===== src/rtl/attack_envelope.sv =====
// ============================================================================
// attack_envelope
// ----------------------------------------------------------------------------
// Note-onset amplitude ramp. The incoming signed sample stream is multiplied
// by a gain that climbs from 0/8 to 8/8 in eighths. The gain takes one step
// every (note_duration * STEP_SCALE) sample strobes and then holds at full
// scale. The block sits between the note player's sample source and the
// release-decay stage. Both stages share the same generate_next_sample
// strobe, so a note swells in on start and fades out on end.
//
// Parameters
//   STEP_SCALE : sample strobes per gain step, per unit of note_duration
//   CNT_W      : width of the step counter (must hold 63 * STEP_SCALE)
//
// Ports
//   clk                  in   system clock
//   reset                in   synchronous, active-high reset
//   note_duration [5:0]  in   note length code, latched on an accepted new_note
//   sample [15:0]        in   signed two's-complement input sample
//   new_note             in   one-cycle pulse, starts an attack
//   done_with_note       in   one-cycle pulse, note ended (back to IDLE)
//   generate_next_sample in   sample strobe, one output sample per strobe
//   final_sample [15:0]  out  signed scaled sample (registered, held between strobes)
//   final_sample_valid   out  one-cycle pulse, the cycle after a strobe
//   gain [3:0]           out  current gain in eighths (0..8)
//   attack_done          out  high while in SUSTAIN
//
// Build option
//   ATTACK_RETRIGGER_EN : when defined, a new_note during ATTACK restarts the
//                         ramp. When undefined, that new_note is ignored and
//                         the running ramp completes with its original
//                         duration.
// ============================================================================
module attack_envelope #(
    parameter int STEP_SCALE = 4,
    parameter int CNT_W      = 16
) (
    input  logic               clk,
    input  logic               reset,
    input  logic [5:0]         note_duration,
    input  logic signed [15:0] sample,
    input  logic               new_note,
    input  logic               done_with_note,
    input  logic               generate_next_sample,
    output logic signed [15:0] final_sample,
    output logic               final_sample_valid,
    output logic [3:0]         gain,
    output logic               attack_done
);

    // ------------------------------------------------------------------------
    // State encoding
    // ------------------------------------------------------------------------
    localparam logic [1:0] ST_IDLE    = 2'd0;
    localparam logic [1:0] ST_ATTACK  = 2'd1;
    localparam logic [1:0] ST_SUSTAIN = 2'd2;

    localparam logic [3:0] GAIN_ZERO = 4'd0;
    localparam logic [3:0] GAIN_FULL = 4'd8;
    localparam logic [3:0] GAIN_LAST = 4'd7;

    // ------------------------------------------------------------------------
    // Scale a sample by gain/8. The gain is zero-extended into a 20-bit signed
    // product. The product is arithmetic-shifted right by three, which rounds
    // toward minus infinity, and then truncated to 16 bits. The worst case is
    // -32768 * 8, which still fits in 20 bits, and gain 8 reproduces the
    // sample exactly, so no saturation is required.
    // ------------------------------------------------------------------------
    function automatic logic signed [15:0] scale_sample(
        input logic signed [15:0] smp,
        input logic [3:0]         g
    );
        logic signed [19:0] smp_w;
        logic signed [19:0] g_w;
        logic signed [19:0] prod;
        logic signed [19:0] shifted;
        smp_w   = {{4{smp[15]}}, smp};
        g_w     = {16'd0, g};
        prod    = smp_w * g_w;
        shifted = prod >>> 3;
        return shifted[15:0];
    endfunction

    // ------------------------------------------------------------------------
    // Registers and next-state signals
    // ------------------------------------------------------------------------
    logic [1:0]         state_r;
    logic [1:0]         state_s;
    logic [3:0]         gain_r;
    logic [3:0]         gain_s;
    logic [CNT_W-1:0]   step_cnt_r;
    logic [CNT_W-1:0]   step_cnt_s;
    logic [5:0]         dur_r;
    logic [5:0]         dur_s;
    logic signed [15:0] final_sample_r;
    logic               valid_r;
    logic               attack_done_r;

    logic               accept_s;
    logic [3:0]         gain_eff_s;
    logic [CNT_W-1:0]   step_len_s;
    logic [CNT_W-1:0]   step_last_s;
    logic signed [15:0] scaled_s;

    // Decide whether a new_note pulse is honoured in the current state.
    always_comb begin
        accept_s = 1'b0;
`ifdef ATTACK_RETRIGGER_EN
        // Every state accepts a new note. During ATTACK this restarts the ramp.
        accept_s = new_note;
`else
        // The running ramp is never interrupted by another note-on.
        if (state_r != ST_ATTACK) begin
            accept_s = new_note;
        end else begin
            accept_s = 1'b0;
        end
`endif
    end

    // Compute the effective gain and step length and scale the current sample.
    always_comb begin
        // A note end or a fresh note mutes the sample taken this very cycle.
        // A step taken on a strobe only affects later strobes, because the
        // gain register is used here and not its next value.
        if (done_with_note || accept_s) begin
            gain_eff_s = GAIN_ZERO;
        end else begin
            gain_eff_s = gain_r;
        end
        step_len_s  = CNT_W'(dur_r) * CNT_W'(STEP_SCALE);
        step_last_s = step_len_s - {{(CNT_W-1){1'b0}}, 1'b1};
        scaled_s    = scale_sample(sample, gain_eff_s);
    end

    // Next-state logic for the envelope FSM, gain, step counter and latched duration.
    always_comb begin
        state_s    = state_r;
        gain_s     = gain_r;
        step_cnt_s = step_cnt_r;
        dur_s      = dur_r;

        if (accept_s) begin
            // An accepted new_note takes priority over done_with_note.
            // A strobe in this cycle does not advance the counter.
            dur_s      = note_duration;
            step_cnt_s = {CNT_W{1'b0}};
            if (note_duration == 6'd0) begin
                state_s = ST_SUSTAIN;
                gain_s  = GAIN_FULL;
            end else begin
                state_s = ST_ATTACK;
                gain_s  = GAIN_ZERO;
            end
        end else if (done_with_note) begin
            state_s    = ST_IDLE;
            gain_s     = GAIN_ZERO;
            step_cnt_s = {CNT_W{1'b0}};
        end else if (generate_next_sample) begin
            case (state_r)
                ST_ATTACK: begin
                    if (step_cnt_r == step_last_s) begin
                        step_cnt_s = {CNT_W{1'b0}};
                        gain_s     = gain_r + 4'd1;
                        // The eighth step reaches full scale and ends the attack.
                        if (gain_r == GAIN_LAST) begin
                            state_s = ST_SUSTAIN;
                        end else begin
                            state_s = ST_ATTACK;
                        end
                    end else begin
                        step_cnt_s = step_cnt_r + {{(CNT_W-1){1'b0}}, 1'b1};
                    end
                end
                ST_IDLE: begin
                    state_s = ST_IDLE;
                end
                ST_SUSTAIN: begin
                    state_s = ST_SUSTAIN;
                end
                default: begin
                    // An unreachable encoding parks the machine safely in IDLE.
                    state_s    = ST_IDLE;
                    gain_s     = GAIN_ZERO;
                    step_cnt_s = {CNT_W{1'b0}};
                end
            endcase
        end else begin
            state_s = state_r;
        end
    end

    // Register the FSM, the gain, the counter and the latched duration.
    always_ff @(posedge clk) begin
        if (reset) begin
            state_r    <= ST_IDLE;
            gain_r     <= GAIN_ZERO;
            step_cnt_r <= {CNT_W{1'b0}};
            dur_r      <= 6'd0;
        end else begin
            state_r    <= state_s;
            gain_r     <= gain_s;
            step_cnt_r <= step_cnt_s;
            dur_r      <= dur_s;
        end
    end

    // Register the output sample, its valid pulse and the attack_done flag.
    always_ff @(posedge clk) begin
        if (reset) begin
            final_sample_r <= 16'sd0;
            valid_r        <= 1'b0;
            attack_done_r  <= 1'b0;
        end else begin
            valid_r       <= generate_next_sample;
            attack_done_r <= (state_s == ST_SUSTAIN);
            // The output holds its value between strobes.
            if (generate_next_sample) begin
                final_sample_r <= scaled_s;
            end else begin
                final_sample_r <= final_sample_r;
            end
        end
    end

    assign final_sample       = final_sample_r;
    assign final_sample_valid = valid_r;
    assign gain               = gain_r;
    assign attack_done        = attack_done_r;

endmodule

===== config.mk =====
export PLATFORM = sky130hd
export DESIGN_NAME = attack_envelope
export DESIGN_NICKNAME = d
export VERILOG_FILES = /design/src/rtl/attack_envelope.sv
export SDC_FILE = /design/constraint.sdc
export NUM_CORES = 1
export LEC_CHECK = 0
export CORE_MARGIN = 1
export CORE_UTILIZATION = 58
export CTS_CLUSTER_SIZE = 20
export DETAILED_ROUTE_END_ITERATION = 7
export HOLD_SLACK_MARGIN = 0.05
export PLACE_DENSITY = 0.88
export SLEW_MARGIN = 30
export SYNTH_ARGS = -nofsm -noshare
export SYNTH_HDL_FRONTEND = slang
export SYNTH_SLANG_ARGS = --single-unit

===== constraint.sdc =====
create_clock -name clk -period 6 [get_ports clk]
set_clock_uncertainty 0.2 [all_clocks]
set_input_delay 1.2 -clock clk [delete_from_list [all_inputs] [get_ports clk]]
set_output_delay 1.2 -clock clk [all_outputs]
set_load 0.1 [all_outputs]

==> impl_results.md, run 1 <==
- Status: finished clean
- CTS tree: built
- Drt drc: 0
- Post-synth top flop: dfxtp_1
- Syn nets: 638
- CTS buffer count: 5
- Met1 usage: 38.16%
- Clk sinks: 46
- Critical Path Source Type: input pin
- Synth top cells by count: inv_1 (68), and3_1 (53), dfxtp_1 (46)
- Ys async rst share: 0%
- Routability-driven placement congestion ratio: 0.9504
- Initial antenna violation count: 0
- First-pass GRT wire length: 17.07 mm
- Count leader, synth: inv_1
- Yosys warns: 0
- Initial Util: 60.52%
- Avg Inst Size Synth: 8.142 um^2
- CP arrival: 5710 ps
- Largest buffer count on any clock path: 2
- Final Slew Violations: 0
- CP endpoint kind: flip-flop
- CTS clock-pin slew for the worst setup and hold paths: 80 ps
- Met2 Use GR: 44.90%
- CTS resizes: 0
- CP max FO: 38
- Final setup violation count: 0
- Area Overhead vs Synth: 15.85%
- Synth Cell Area: 4413 um^2
- Sequential fraction of the synthesis area: 20.87%
- Cell Count Post-Placement: 675
- Drt wl/cell: 14.91 um
- RSZ-0062 raised after global routing: false
- Final ANT Viol Nets: 0
- GR Util All Layers: 27.12%
- Relative slew slack: 34.04%
- Routed via count: 4002
- Crit path cell chain: clkdlybuf4s50_1 > nor2b_1 > nor2_4 > buf_12 > and3_1 > ha_1 > fa_1 > inv_1 > fa_1 > inv_1 > ha_1 > o21ai_0 > a21oi_1 > nand3_1 > a21boi_0 > nor4_1 > or4_1 > o2111ai_1
- Skew-Pair Late Insertion Delay: 300 ps
- Worst slew pin tran: 986.3 ps
- Full die area: 7961 um^2
- Number of vias per cell: 5.859
- H-tree depth: 2
- Pwr Density: 118.3 nW/um^2
- Num ports: 49
- Leading cell types by total area after synthesis: dfxtp_1 (21%), fa_1 (14%), ha_1 (11%), and3_1 (7.5%), inv_1 (5.8%)
- PortBufs: 48
- Crit Path Class: input pin to flip-flop
- Largest net degree at the start of global routing: 39
- Die Span X: 89.23 um
- Standard-cell rows: 31
- Final Hold Fails: 0
- Sum Neg Setup Slack: 0 ps
- Max Cap Viol: 0
- EDFF count, synth: 0
- Min Clock Period, post-route: 5693 ps
- 1st-iter DRT viols: 234
- Met3 global-route usage: 2.585%
- Post-DP HPWL: 8.065 mm
- Final WL: 10.18 mm
- Post-synth top area share: 20.87%
- Hold Slack: 268.5 ps
- Flops & latches, synth: 46
- Slowest cell on crit path: fa_1
- Root Driver: clkbuf_8
- Maximum clock frequency: 0.1756 GHz
- Finished Layout Cells: 683
- Hold/Removal Path Class: flip-flop to flip-flop
- Final Util: 70.11%
- Number of post-CTS setup repair buffers: 0
- Grt ovf: 0
- Cell taking the most area after synthesis: dfxtp_1
- Share of cells above drive strength 1: 4.795%
- # hold bufs at CTS: 0
- Die height: 89.23 um
- Leakage: 2.473 nW
- Post-Synthesis Cells: 542
- Vias in the first global route: 3697
- Diode count: 0
- Distinct cells, synth: 58
- CP peak stage delay: 540 ps
- Most Used Layer, Global Route: met2
- Fin crit share: 94.89%
- First-pass DRT Iterations: 5
- Core Region: 7292 um^2
- Nets: 679
- Worst vdd ir: 82.21 uV
- Data required, critical path: 6020 ps
cell usage in the layout (no fill, tap or decap), drive strengths merged, types with 3 or more instances in the layout:
cell type      netlist  layout
and2                 3       3
nor4                 6       6
nor3                 6       6
fa                  30      30
nand4                6       6
nor2                46      46
ha                  39      39
buf                  4      10
o31ai                3       3
a211oi               5       5
clkbuf              20       5
or2                  3       3
o211ai               3       3
nand3               19      19
o21ai               11      11
or4                  5       5
xor2                18      18
nand2               45      45
dfxtp               46      46
nor2b                5       5
a31oi                6       6
and3                53      53
xnor2               18      18
nand2b               6       6
mux2i                4       4
a21boi               4       4
clkdlybuf4s50        0      48
inv                 68      68
a21o                 9       9
a21oi               20      20
per-layer routing:
layer | up-vias | share of wire [%]
li1 | 1936 | -
met1 | 1906 | 46
met2 | 142 | 48
met3 | 18 | 4.6
met4 | 0 | 1.6
met5 | - | 0
cell type report:
cell class                 count  area (um^2)
multi-input combinational    404         3154
fill                         588         2180
sequential                    46        920.9
timing repair buffer          58        568.0
inverter                      68        255.2
tap                           99        123.9
clock buffer                   5        68.82
clock inverter                 3        21.27
worst max-delay path, delay by kind of cell:
kind	cells	cell delay (ps)
buffers and inverters	4	770
AND/OR/NAND/NOR	6	1270
adder cells (fa/ha/maj)	4	1730
AO/OA/AOI/OAI	4	740
power by group:
| group | switching, mW | internal (mW) | total, mW |
|---|---|---|---|
| Sequential | 0.00581 | 0.310 | 0.316 |
| Combinational | 0.0611 | 0.0393 | 0.100 |
| Clock | 0.107 | 0.0819 | 0.188 |
stage by stage:
step	area [um^2]	setup WS, ps	power (mW)
2_1_floorplan	4413	381.2	0.3797
3_3_place_gp	5014	161.3	0.4182
3_5_place_dp	5017	51.96	0.4212
4_1_cts	5107	338.7	0.6041
5_1_grt	5112	25.24	0.6297
6_report	5112	306.5	0.6048
state kept, by name, indices dropped and copies added (netlist names):
name / count
attack_done: 1
dur_r: 6
final_sample: 16
final_sample_valid: 1
gain: 4
state_r: 2
step_cnt_r: 16
worst paths after layout:
| kind | start | end | slack [ps] | depth (start not counted) |
|---|---|---|---|---|
| worst min-delay path | final_sample[9] | final_sample[9] | 270 | 2 |
| worst max register to register | state_r[1] | final_sample[14] | 1030 | 19 |
| worst min register to register | final_sample[9] | final_sample[9] | 270 | 2 |
| worst max-delay path | new_note | final_sample[14] | 310 | 18 |
cell families after synthesis:
| family | Yosys count | synth area share (%) |
|---|---|---|
| fa+ha+maj | 69 | 24.67 |
| compound gates | 84 | 13.58 |
| buf+inv | 92 | 7.910 |
| flops | 46 | 20.87 |
| simple gates | 211 | 24.92 |
| mux | 4 | 0.9073 |
| xor+xnor | 36 | 7.145 |
Power figures use the tool's default switching activity.
==> run 2, diff against run 1 <==
- ABC_CLOCK_PERIOD_IN_PS: default -> 6000
==> results of run 2 <==
Final layout, timing and power as in run 1 (identical DEF).
==> run 3, diff against run 2 <==
- ABC_CLOCK_PERIOD_IN_PS: 6000 -> default
==> results of run 3 <==
Final layout, timing and power as in run 1 (identical DEF).
